$ cat config.mk
export PLATFORM = sky130hd
export DESIGN_NAME = depacketizer_vc_sched_flat
export DESIGN_NICKNAME = d
export VERILOG_FILES = /design/src/rtl/lynx_flit_pkg.sv /design/src/rtl/depacketizer_vc_sched_if.sv /design/src/rtl/rr_arbiter.sv /design/src/rtl/depacketizer_vc_sched.sv /design/src/flat_wrapper.sv
export SDC_FILE = /design/constraint.sdc
export NUM_CORES = 1
export LEC_CHECK = 0
export ABC_AREA = 1
export CAP_MARGIN = 30
export CORE_MARGIN = 3
export CORE_UTILIZATION = 38
export CTS_CLUSTER_SIZE = 28
export DETAILED_ROUTE_END_ITERATION = 10
export PLACE_DENSITY_LB_ADDON = 0.15
export SLEW_MARGIN = 0
export SYNTH_ARGS = -nofsm -noshare
export SYNTH_HDL_FRONTEND = slang
export SYNTH_SLANG_ARGS = --single-unit
$ cat constraint.sdc
create_clock -name clk -period 1.5 [get_ports clk]
set_clock_uncertainty 0.2 [all_clocks]
set_input_delay 0.15 -clock clk [delete_from_list [all_inputs] [get_ports clk]]
set_output_delay 0.15 -clock clk [all_outputs]
set_load 0.02 [all_outputs]
$ cat src/rtl/lynx_flit_pkg.sv
// Shared flit definitions for the lynx NoC: field bit positions and scheduler state encoding.
package lynx_flit_pkg;

  typedef enum logic {IDLE, LOCKED} sched_state_t;

  function automatic int unsigned valid_bit(input int unsigned w);
    return w - 1;
  endfunction

  function automatic int unsigned head_bit(input int unsigned w);
    return w - 2;
  endfunction

  function automatic int unsigned tail_bit(input int unsigned w);
    return w - 3;
  endfunction

  // Lowest bit of the VC id field; dest sits directly below it.
  function automatic int unsigned vc_lsb(input int unsigned w, input int unsigned vcw);
    return w - 3 - vcw;
  endfunction

  function automatic int unsigned dest_lsb(input int unsigned w, input int unsigned vcw,
                                           input int unsigned aw);
    return w - 3 - vcw - aw;
  endfunction

endpackage

$ cat src/rtl/depacketizer_vc_sched_if.sv
// Flit bus between router VC buffers, the VC scheduler and the depacketizer input.
interface depacketizer_vc_sched_if #(
  parameter int unsigned WIDTH_PKT = 36,
  parameter int unsigned NUM_VC    = 2
);
  logic [NUM_VC*WIDTH_PKT-1:0] vc_data_in;
  logic [NUM_VC-1:0]           vc_ready_out;
  logic [WIDTH_PKT-1:0]        pkt_out;
  logic                        pkt_ready_in;

  modport master (
    input  vc_data_in,
    input  pkt_ready_in,
    output vc_ready_out,
    output pkt_out
  );

  modport slave (
    output vc_data_in,
    output pkt_ready_in,
    input  vc_ready_out,
    input  pkt_out
  );
endinterface

$ cat src/rtl/rr_arbiter.sv
// Combinational round-robin arbiter: first requester at or after ptr, wrapping modulo NUM_VC.
module rr_arbiter #(
  parameter int unsigned NUM_VC = 2
) (
  input  logic [NUM_VC-1:0]         req,
  input  logic [$clog2(NUM_VC)-1:0] ptr,
  output logic [NUM_VC-1:0]         grant,
  output logic [$clog2(NUM_VC)-1:0] idx,
  output logic                      any_grant
);
  localparam int unsigned IDX_W = $clog2(NUM_VC);

  int unsigned pos;

  always_comb begin
    any_grant = 1'b0;
    idx       = '0;
    pos       = 0;
    for (int unsigned k = 0; k < NUM_VC; k++) begin
      pos = (32'(ptr) + k) % NUM_VC;
      if (!any_grant && req[IDX_W'(pos)]) begin
        any_grant = 1'b1;
        idx       = IDX_W'(pos);
      end
    end
    grant = any_grant ? (NUM_VC'(1) << idx) : '0;
  end

endmodule

$ cat src/rtl/depacketizer_vc_sched.sv
// Packet-atomic round-robin scheduler sharing one depacketizer between NUM_VC router VCs.
// A VC is granted on a head flit and keeps the lock until its tail flit transfers.
module depacketizer_vc_sched
  import lynx_flit_pkg::*;
#(
  parameter int unsigned WIDTH_PKT        = 36,
  parameter int unsigned VC_ADDRESS_WIDTH = 1,
  parameter int unsigned ADDRESS_WIDTH    = 4,
  parameter int unsigned NUM_VC           = 2,
  parameter int unsigned CNT_WIDTH        = 16
) (
  input  logic                        clk,
  input  logic                        rst_n,
  depacketizer_vc_sched_if.master     bus,
  output logic [$clog2(NUM_VC)-1:0]   grant_vc,
  output logic                        busy,
  output logic [CNT_WIDTH-1:0]        pkt_count,
  output logic                        proto_err
);
  localparam int unsigned IDX_W = $clog2(NUM_VC);
  localparam int unsigned VB    = valid_bit(WIDTH_PKT);
  localparam int unsigned HB    = head_bit(WIDTH_PKT);
  localparam int unsigned TB    = tail_bit(WIDTH_PKT);

  if (NUM_VC < 2 || NUM_VC > 8) begin : g_bad_num_vc
    $error("depacketizer_vc_sched: NUM_VC must be in 2..8");
  end
  if (WIDTH_PKT < 3 + VC_ADDRESS_WIDTH + ADDRESS_WIDTH) begin : g_bad_width
    $error("depacketizer_vc_sched: WIDTH_PKT too small for header fields");
  end

  sched_state_t           state_q, state_d;
  logic [IDX_W-1:0]       grant_q, grant_d;
  logic [IDX_W-1:0]       rr_ptr_q, rr_ptr_d;
  logic [CNT_WIDTH-1:0]   cnt_q, cnt_d;
  logic                   err_q, err_d;
  logic                   first_q, first_d;
  logic [WIDTH_PKT-1:0]   pkt_q, pkt_d;

  logic [WIDTH_PKT-1:0]   vc_flit [NUM_VC];
  logic [NUM_VC-1:0]      head_req;
  logic [NUM_VC-1:0]      bad_req;
  logic [NUM_VC-1:0]      vc_ready_c;
  logic [WIDTH_PKT-1:0]   sel_flit;
  logic                   adv;
  logic                   xfer;

  logic [NUM_VC-1:0]      arb_grant;
  logic [IDX_W-1:0]       arb_idx;
  logic                   arb_any;
  logic                   unused_arb_grant;

  // Per-VC flit slices and eligibility: heads may be granted, orphan bodies are errors.
  for (genvar i = 0; i < NUM_VC; i++) begin : g_vc
    assign vc_flit[i]  = bus.vc_data_in[i*WIDTH_PKT +: WIDTH_PKT];
    assign head_req[i] = vc_flit[i][VB] &  vc_flit[i][HB];
    assign bad_req[i]  = vc_flit[i][VB] & ~vc_flit[i][HB];
  end

  rr_arbiter #(.NUM_VC(NUM_VC)) u_arb (
    .req       (head_req),
    .ptr       (rr_ptr_q),
    .grant     (arb_grant),
    .idx       (arb_idx),
    .any_grant (arb_any)
  );

  assign unused_arb_grant = ^arb_grant;

  assign adv      = ~pkt_q[VB] | bus.pkt_ready_in;
  assign sel_flit = vc_flit[grant_q];

  // Next-state, transfer and output-stage logic.
  always_comb begin
    state_d    = state_q;
    grant_d    = grant_q;
    rr_ptr_d   = rr_ptr_q;
    cnt_d      = cnt_q;
    err_d      = err_q;
    first_d    = first_q;
    pkt_d      = pkt_q;
    vc_ready_c = '0;
    xfer       = 1'b0;

    case (state_q)
      IDLE: begin
        if (|bad_req) err_d = 1'b1;
        if (arb_any) begin
          grant_d = arb_idx;
          first_d = 1'b1;
          state_d = LOCKED;
        end
      end
      LOCKED: begin
        vc_ready_c[grant_q] = adv;
        xfer = adv & sel_flit[VB];
        if (xfer) begin
          first_d = 1'b0;
          if (sel_flit[HB] && !first_q) err_d = 1'b1;
          if (sel_flit[TB]) begin
            state_d  = IDLE;
            rr_ptr_d = (grant_q == IDX_W'(NUM_VC - 1)) ? '0 : grant_q + IDX_W'(1);
            cnt_d    = cnt_q + CNT_WIDTH'(1);
          end
        end
      end
      default: state_d = IDLE;
    endcase

    // Output register advances whenever it is empty or being drained.
    if (adv) pkt_d = xfer ? sel_flit : '0;
  end

  always_ff @(posedge clk or negedge rst_n) begin
    if (!rst_n) begin
      state_q  <= IDLE;
      grant_q  <= '0;
      rr_ptr_q <= '0;
      cnt_q    <= '0;
      err_q    <= 1'b0;
      first_q  <= 1'b0;
      pkt_q    <= '0;
    end else begin
      state_q  <= state_d;
      grant_q  <= grant_d;
      rr_ptr_q <= rr_ptr_d;
      cnt_q    <= cnt_d;
      err_q    <= err_d;
      first_q  <= first_d;
      pkt_q    <= pkt_d;
    end
  end

  assign bus.vc_ready_out = vc_ready_c;
  assign bus.pkt_out      = pkt_q;
  assign grant_vc         = grant_q;
  assign busy             = (state_q == LOCKED);
  assign pkt_count        = cnt_q;
  assign proto_err        = err_q;

endmodule

$ cat src/flat_wrapper.sv
// flat-port wrapper written by rule: the top's interface ports become plain ports
module depacketizer_vc_sched_flat import lynx_flit_pkg::*;
#(
  parameter int unsigned WIDTH_PKT        = 36,
  parameter int unsigned VC_ADDRESS_WIDTH = 1,
  parameter int unsigned ADDRESS_WIDTH    = 4,
  parameter int unsigned NUM_VC           = 2,
  parameter int unsigned CNT_WIDTH        = 16
)
  (clk, rst_n, grant_vc, busy, pkt_count, proto_err, bus_vc_data_in, bus_pkt_ready_in, bus_vc_ready_out, bus_pkt_out);
  depacketizer_vc_sched_if #(.WIDTH_PKT(WIDTH_PKT), .NUM_VC(NUM_VC)) bus_i ();
  input  logic clk;
  input  logic rst_n;
  output logic [$clog2(NUM_VC)-1:0] grant_vc;
  output logic busy;
  output logic [CNT_WIDTH-1:0] pkt_count;
  output logic proto_err;
  input wire logic [$bits(bus_i.vc_data_in)-1:0] bus_vc_data_in;
  input wire logic [$bits(bus_i.pkt_ready_in)-1:0] bus_pkt_ready_in;
  output wire logic [$bits(bus_i.vc_ready_out)-1:0] bus_vc_ready_out;
  output wire logic [$bits(bus_i.pkt_out)-1:0] bus_pkt_out;
  assign bus_i.vc_data_in = bus_vc_data_in;
  assign bus_i.pkt_ready_in = bus_pkt_ready_in;
  assign bus_vc_ready_out = bus_i.vc_ready_out;
  assign bus_pkt_out = bus_i.pkt_out;
  depacketizer_vc_sched #(.WIDTH_PKT(WIDTH_PKT), .VC_ADDRESS_WIDTH(VC_ADDRESS_WIDTH), .ADDRESS_WIDTH(ADDRESS_WIDTH), .NUM_VC(NUM_VC), .CNT_WIDTH(CNT_WIDTH)) u_core (.clk(clk), .rst_n(rst_n), .bus(bus_i), .grant_vc(grant_vc), .busy(busy), .pkt_count(pkt_count), .proto_err(proto_err));
endmodule
==> impl_metrics.prom <==
# TYPE chip_impl_metric gauge
chip_impl_metric{name="netlist_area",unit="mm²"} 0.002889
chip_impl_info{name="critPathSlowestCell",value="sky130_fd_sc_hd__dfrtp_2"} 1
chip_impl_metric{name="synth_fp_nets",unit=""} 439
chip_impl_metric{name="netSwitchingFraction",unit="%"} 43.70
chip_impl_metric{name="place_area",unit="mm²"} 0.004501
chip_impl_metric{name="finalHoldWorstSlack",unit="ns"} 0.1333
chip_impl_metric{name="worst_setup_hold_path_clk_slew",unit="ns"} 0.07
chip_impl_metric{name="post-route-period-util",unit="%"} 110.8
chip_impl_info{name="worstSetupPathType",value="register to register"} 1
chip_impl_metric{name="setup-violations-final",unit=""} 56
chip_impl_info{name="worstReg2RegStart",value="u_core.grant_vc$_DFFE_PN0P_"} 1
chip_impl_info{name="clock_tree.root_cell",value="sky130_fd_sc_hd__clkbuf_8"} 1
chip_impl_metric{name="globalRoute.totalOverflow",unit=""} 0
chip_impl_info{name="critical_path.reg2reg.endpoint",value="u_core.pkt_count[9]$_DFFE_PN0P_"} 1
chip_impl_metric{name="hpwl",unit="mm"} 6.197
chip_impl_metric{name="wl_per_cell",unit="µm"} 16.47
chip_impl_metric{name="timing.final.ws_setup",unit="ns"} -0.1622
chip_impl_metric{name="first_global_vias",unit=""} 3267
chip_impl_metric{name="maxCapViolations",unit=""} 0
chip_impl_metric{name="relSlewSlack",unit="%"} 72.95
chip_impl_metric{name="floorplan.initialDensity",unit="%"} 39.41
chip_impl_metric{name="power.density_cell_area",unit="mW/mm²"} 1812
chip_impl_metric{name="p_leak",unit="nW"} 2.591
chip_impl_metric{name="synth_seq_area_share",unit="%"} 49.37
chip_impl_metric{name="grt_pass1_wl",unit="mm"} 15.93
chip_impl_metric{name="period_minus_slack",unit="ns"} 1.662
chip_impl_info{name="layout.cells.most_common_list",value="sky130_fd_sc_hd__nor2_1 (79), sky130_fd_sc_hd__clkdlybuf4s50_1 (73), sky130_fd_sc_hd__dfrtp_1 (52)"} 1
chip_impl_metric{name="p_seq_share",unit="%"} 24.9
chip_impl_info{name="critical_path.cell_chain",value="buf_12 > clkinv_8 > nand2_4 > nand2_4 > buf_6 > nand3_4 > buf_12 > o21ai_2 > nand2_1"} 1
chip_impl_metric{name="power.share.combinational",unit="%"} 62.7
chip_impl_metric{name="synthesis.area_per_instance",unit="µm²"} 7.959
chip_impl_metric{name="p_sw",unit="mW"} 4.463
chip_impl_metric{name="coreArea",unit="mm²"} 0.007331
chip_impl_info{name="netlist.top_cell.by_area",value="sky130_fd_sc_hd__dfrtp_1"} 1
chip_impl_metric{name="crit_required",unit="ns"} 1.53
chip_impl_metric{name="detailroute.via_count",unit=""} 3319
chip_impl_metric{name="power_report.internal_total",unit="mW"} 5.750
chip_impl_metric{name="timing.fmax",unit="MHz"} 601.6
chip_impl_metric{name="rows",unit=""} 31
chip_impl_metric{name="detail_route.first_pass.iterations",unit=""} 4
chip_impl_metric{name="detail_route.vias_per_cell",unit=""} 5.194
chip_impl_metric{name="gp_congestion",unit=""} 0.8713
chip_impl_metric{name="cts-htree-levels",unit=""} 3
chip_impl_metric{name="cpPeakStageDelay",unit="ns"} 0.44
chip_impl_metric{name="antenna_violating_nets_post_route",unit=""} 0
chip_impl_info{name="cpLargestDelayFamily",value="buffers and inverters"} 1
chip_impl_metric{name="drive_above_1_share",unit="%"} 29.63
chip_impl_metric{name="ir_drop",unit="V"} 0.001112
chip_impl_metric{name="syn_inst",unit=""} 363
chip_impl_info{name="violations",value="negative setup slack"} 1
chip_impl_metric{name="timing.final.hold_violations",unit=""} 0
chip_impl_metric{name="num_io_pins",unit=""} 132
chip_impl_info{name="post_synth_main_area_contributors",value="sky130_fd_sc_hd__dfrtp_1 (49%), sky130_fd_sc_hd__nor2_1 (11%), sky130_fd_sc_hd__nand2_1 (9.4%)"} 1
chip_impl_metric{name="antenna_found_initial",unit=""} 0
chip_impl_metric{name="pin_count_of_the_biggest_net_entering_global_routing",unit=""} 58
chip_impl_metric{name="nNetsFinal",unit=""} 611
chip_impl_metric{name="postSynthRegisterBits",unit=""} 57
chip_impl_info{name="critPathCaptureType",value="register"} 1
chip_impl_metric{name="crit_fanout",unit=""} 6
chip_impl_metric{name="post_route_design_area",unit="mm²"} 0.005637
chip_impl_metric{name="detail_route.wirelength",unit="mm"} 10.52
chip_impl_metric{name="worst_ep_arrival_time",unit="ns"} 1.69
chip_impl_metric{name="drt_first_iter_violations",unit=""} 132
chip_impl_info{name="timing.hold.worst.class",value="input port to asynchronous set/reset pin"} 1
chip_impl_metric{name="cts_buffers",unit=""} 9
chip_impl_metric{name="dieWidth",unit="µm"} 93.20
chip_impl_metric{name="route.detailed.drc",unit=""} 0
chip_impl_metric{name="design.die.area",unit="mm²"} 0.008685
chip_impl_metric{name="yosys.area.top_type_share",unit="%"} 49.37
chip_impl_info{name="grt_setup_unrepaired",value="yes"} 1
chip_impl_metric{name="clock_tree.buffer_depth",unit=""} 2
chip_impl_info{name="layout.cells.most_common",value="sky130_fd_sc_hd__nor2_1"} 1
chip_impl_metric{name="area.growth.synth_to_final",unit="%"} 95.11
chip_impl_metric{name="grt_use_total",unit="%"} 23.47
chip_impl_metric{name="antenna_cells",unit=""} 0
chip_impl_metric{name="io_buffers",unit=""} 131
chip_impl_metric{name="nFillCells",unit=""} 499
chip_impl_metric{name="clock-sinks",unit=""} 57
chip_impl_metric{name="yosysUniqueCellTypes",unit=""} 22
chip_impl_metric{name="final_core_utilization",unit="%"} 76.89
chip_impl_info{name="cts_tree",value="yes"} 1
chip_impl_metric{name="final_count_of_pins_violating_max_slew",unit=""} 0
chip_impl_metric{name="minimum_setup_slack_among_reg_to_reg_paths",unit="ns"} -0.16
chip_impl_metric{name="cp.buffers_inverters",unit=""} 4
chip_impl_metric{name="worst_reg_to_reg_cells",unit=""} 9
chip_impl_metric{name="power.clock.fraction",unit="%"} 12.4
chip_impl_metric{name="worst_slew_pin_slew",unit="ns"} 0.4057
chip_impl_info{name="worstSetupStartpointType",value="register"} 1
chip_impl_info{name="status",value="finished with violations"} 1
chip_impl_metric{name="synth-warning-count",unit=""} 0
chip_impl_metric{name="die_height",unit="µm"} 93.20
chip_impl_metric{name="clk-insertion-delay-late",unit="ns"} 0.33
-- how the worst max path moves through the flow --
stage	end	from	slack, ns	depth (start not counted)
after floorplan	u_core.bus.pkt_out[13]$_DFFE_PN0N_	u_core.bus.pkt_out[35]$_DFFE_PN0N_	-0.006	5
after global placement	bus_vc_ready_out[1]	bus_pkt_ready_in	-0.46	6
after detailed placement	bus_vc_ready_out[0]	bus_pkt_ready_in	-0.49	6
after CTS	u_core.pkt_count[9]$_DFFE_PN0P_	u_core.grant_vc$_DFFE_PN0P_	-0.16	9
after global routing	u_core.pkt_count[10]$_DFFE_PN0P_	u_core.grant_vc$_DFFE_PN0P_	-0.22	9
final	u_core.pkt_count[9]$_DFFE_PN0P_	u_core.grant_vc$_DFFE_PN0P_	-0.16	9
-- state kept, by name, indices dropped and copies added, names as in the netlist --
signal,flops
u_core.proto_err,1
u_core.bus.pkt_out,36
u_core.grant_vc,1
u_core.rr_ptr_q,1
u_core.busy,1
u_core.pkt_count,16
u_core.first_q,1
-- metal layers --
metal  vias to the layer above  track usage [%]  share of wire [%]
met5                         -                0                  0
met4                         0            10.62                2.4
met3                        17            5.149                5.5
met2                       108            39.71                 51
met1                      1630            28.56                 41
li1                       1564                -                  -
-- worst register-to-register path, delay by kind of cell (launching register included) --
family	cells	cell delay, ns
buffers and inverters	4	0.49
flip-flops	1	0.44
AND/OR/NAND/NOR	4	0.34
AO/OA/AOI/OAI	1	0.10
-- stage by stage --
stage	TNS, ns	instances	setup WS (ns)	power (mW)
final	-4.817	639	-0.1622	10.21
after global placement	-14.05	600	-0.4635	6.844
after global routing	-7.744	639	-0.2220	10.73
after CTS	-5.318	637	-0.1565	9.557
after floorplan	-0.1714	363	-0.006441	4.728
after detailed placement	-15.88	600	-0.4859	6.898
-- synthesized netlist by cell type, drive strengths merged --
cell    count
a21oi       2
inv        20
nand2      73
dfrtp      57
ha          1
xnor2       5
clkbuf     12
nand3      45
a21boi      1
o22ai       2
nand3b      2
o21ai      12
buf         9
nor2       83
o31ai      33
nand4       6
-- layout make-up --
class	instances	area [µm²]	share of cell area, %
clock buffers	12	145.1	2.575
clock inverters	4	20.02	0.3552
inverters	20	87.58	1.554
multi-input cells	265	1919	34.05
flip-flops and latches	57	1433	25.42
well taps	99	123.9	2.198
repair buffers	182	1908	33.85
-- power groups by stage --
stage,sequential [mW],clock (mW),combinational [mW]
after global placement,2.50,0,4.34
after floorplan,3.20,0,1.53
after global routing,2.60,1.35,6.78
after detailed placement,2.53,0,4.37
final,2.55,1.26,6.40
after CTS,2.50,1.27,5.78
-- timing repair --
action	CTS	global route
endpoints found under the setup margin	111	66
endpoints found under the hold margin	57	0
pin swaps	11	12
gates resized for setup	186	75
gates cloned	6	3
hold buffers	1	0
setup buffers	15	5
-- cells by family (layout without fill, tap and decap cells) --
logic type | count (synthesis) | in the layout | synth area share (%)
and+or+nand+nor | 209 | 209 | 30.40
DFF | 57 | 57 | 49.37
AOI/OAI and AO/OA | 50 | 50 | 12.08
buffers and inverters | 41 | 218 | 6.193
xor gates and xnor gates | 5 | 5 | 1.516
adders and majority gates | 1 | 1 | 0.4330
Power figures use the tool's default switching activity.
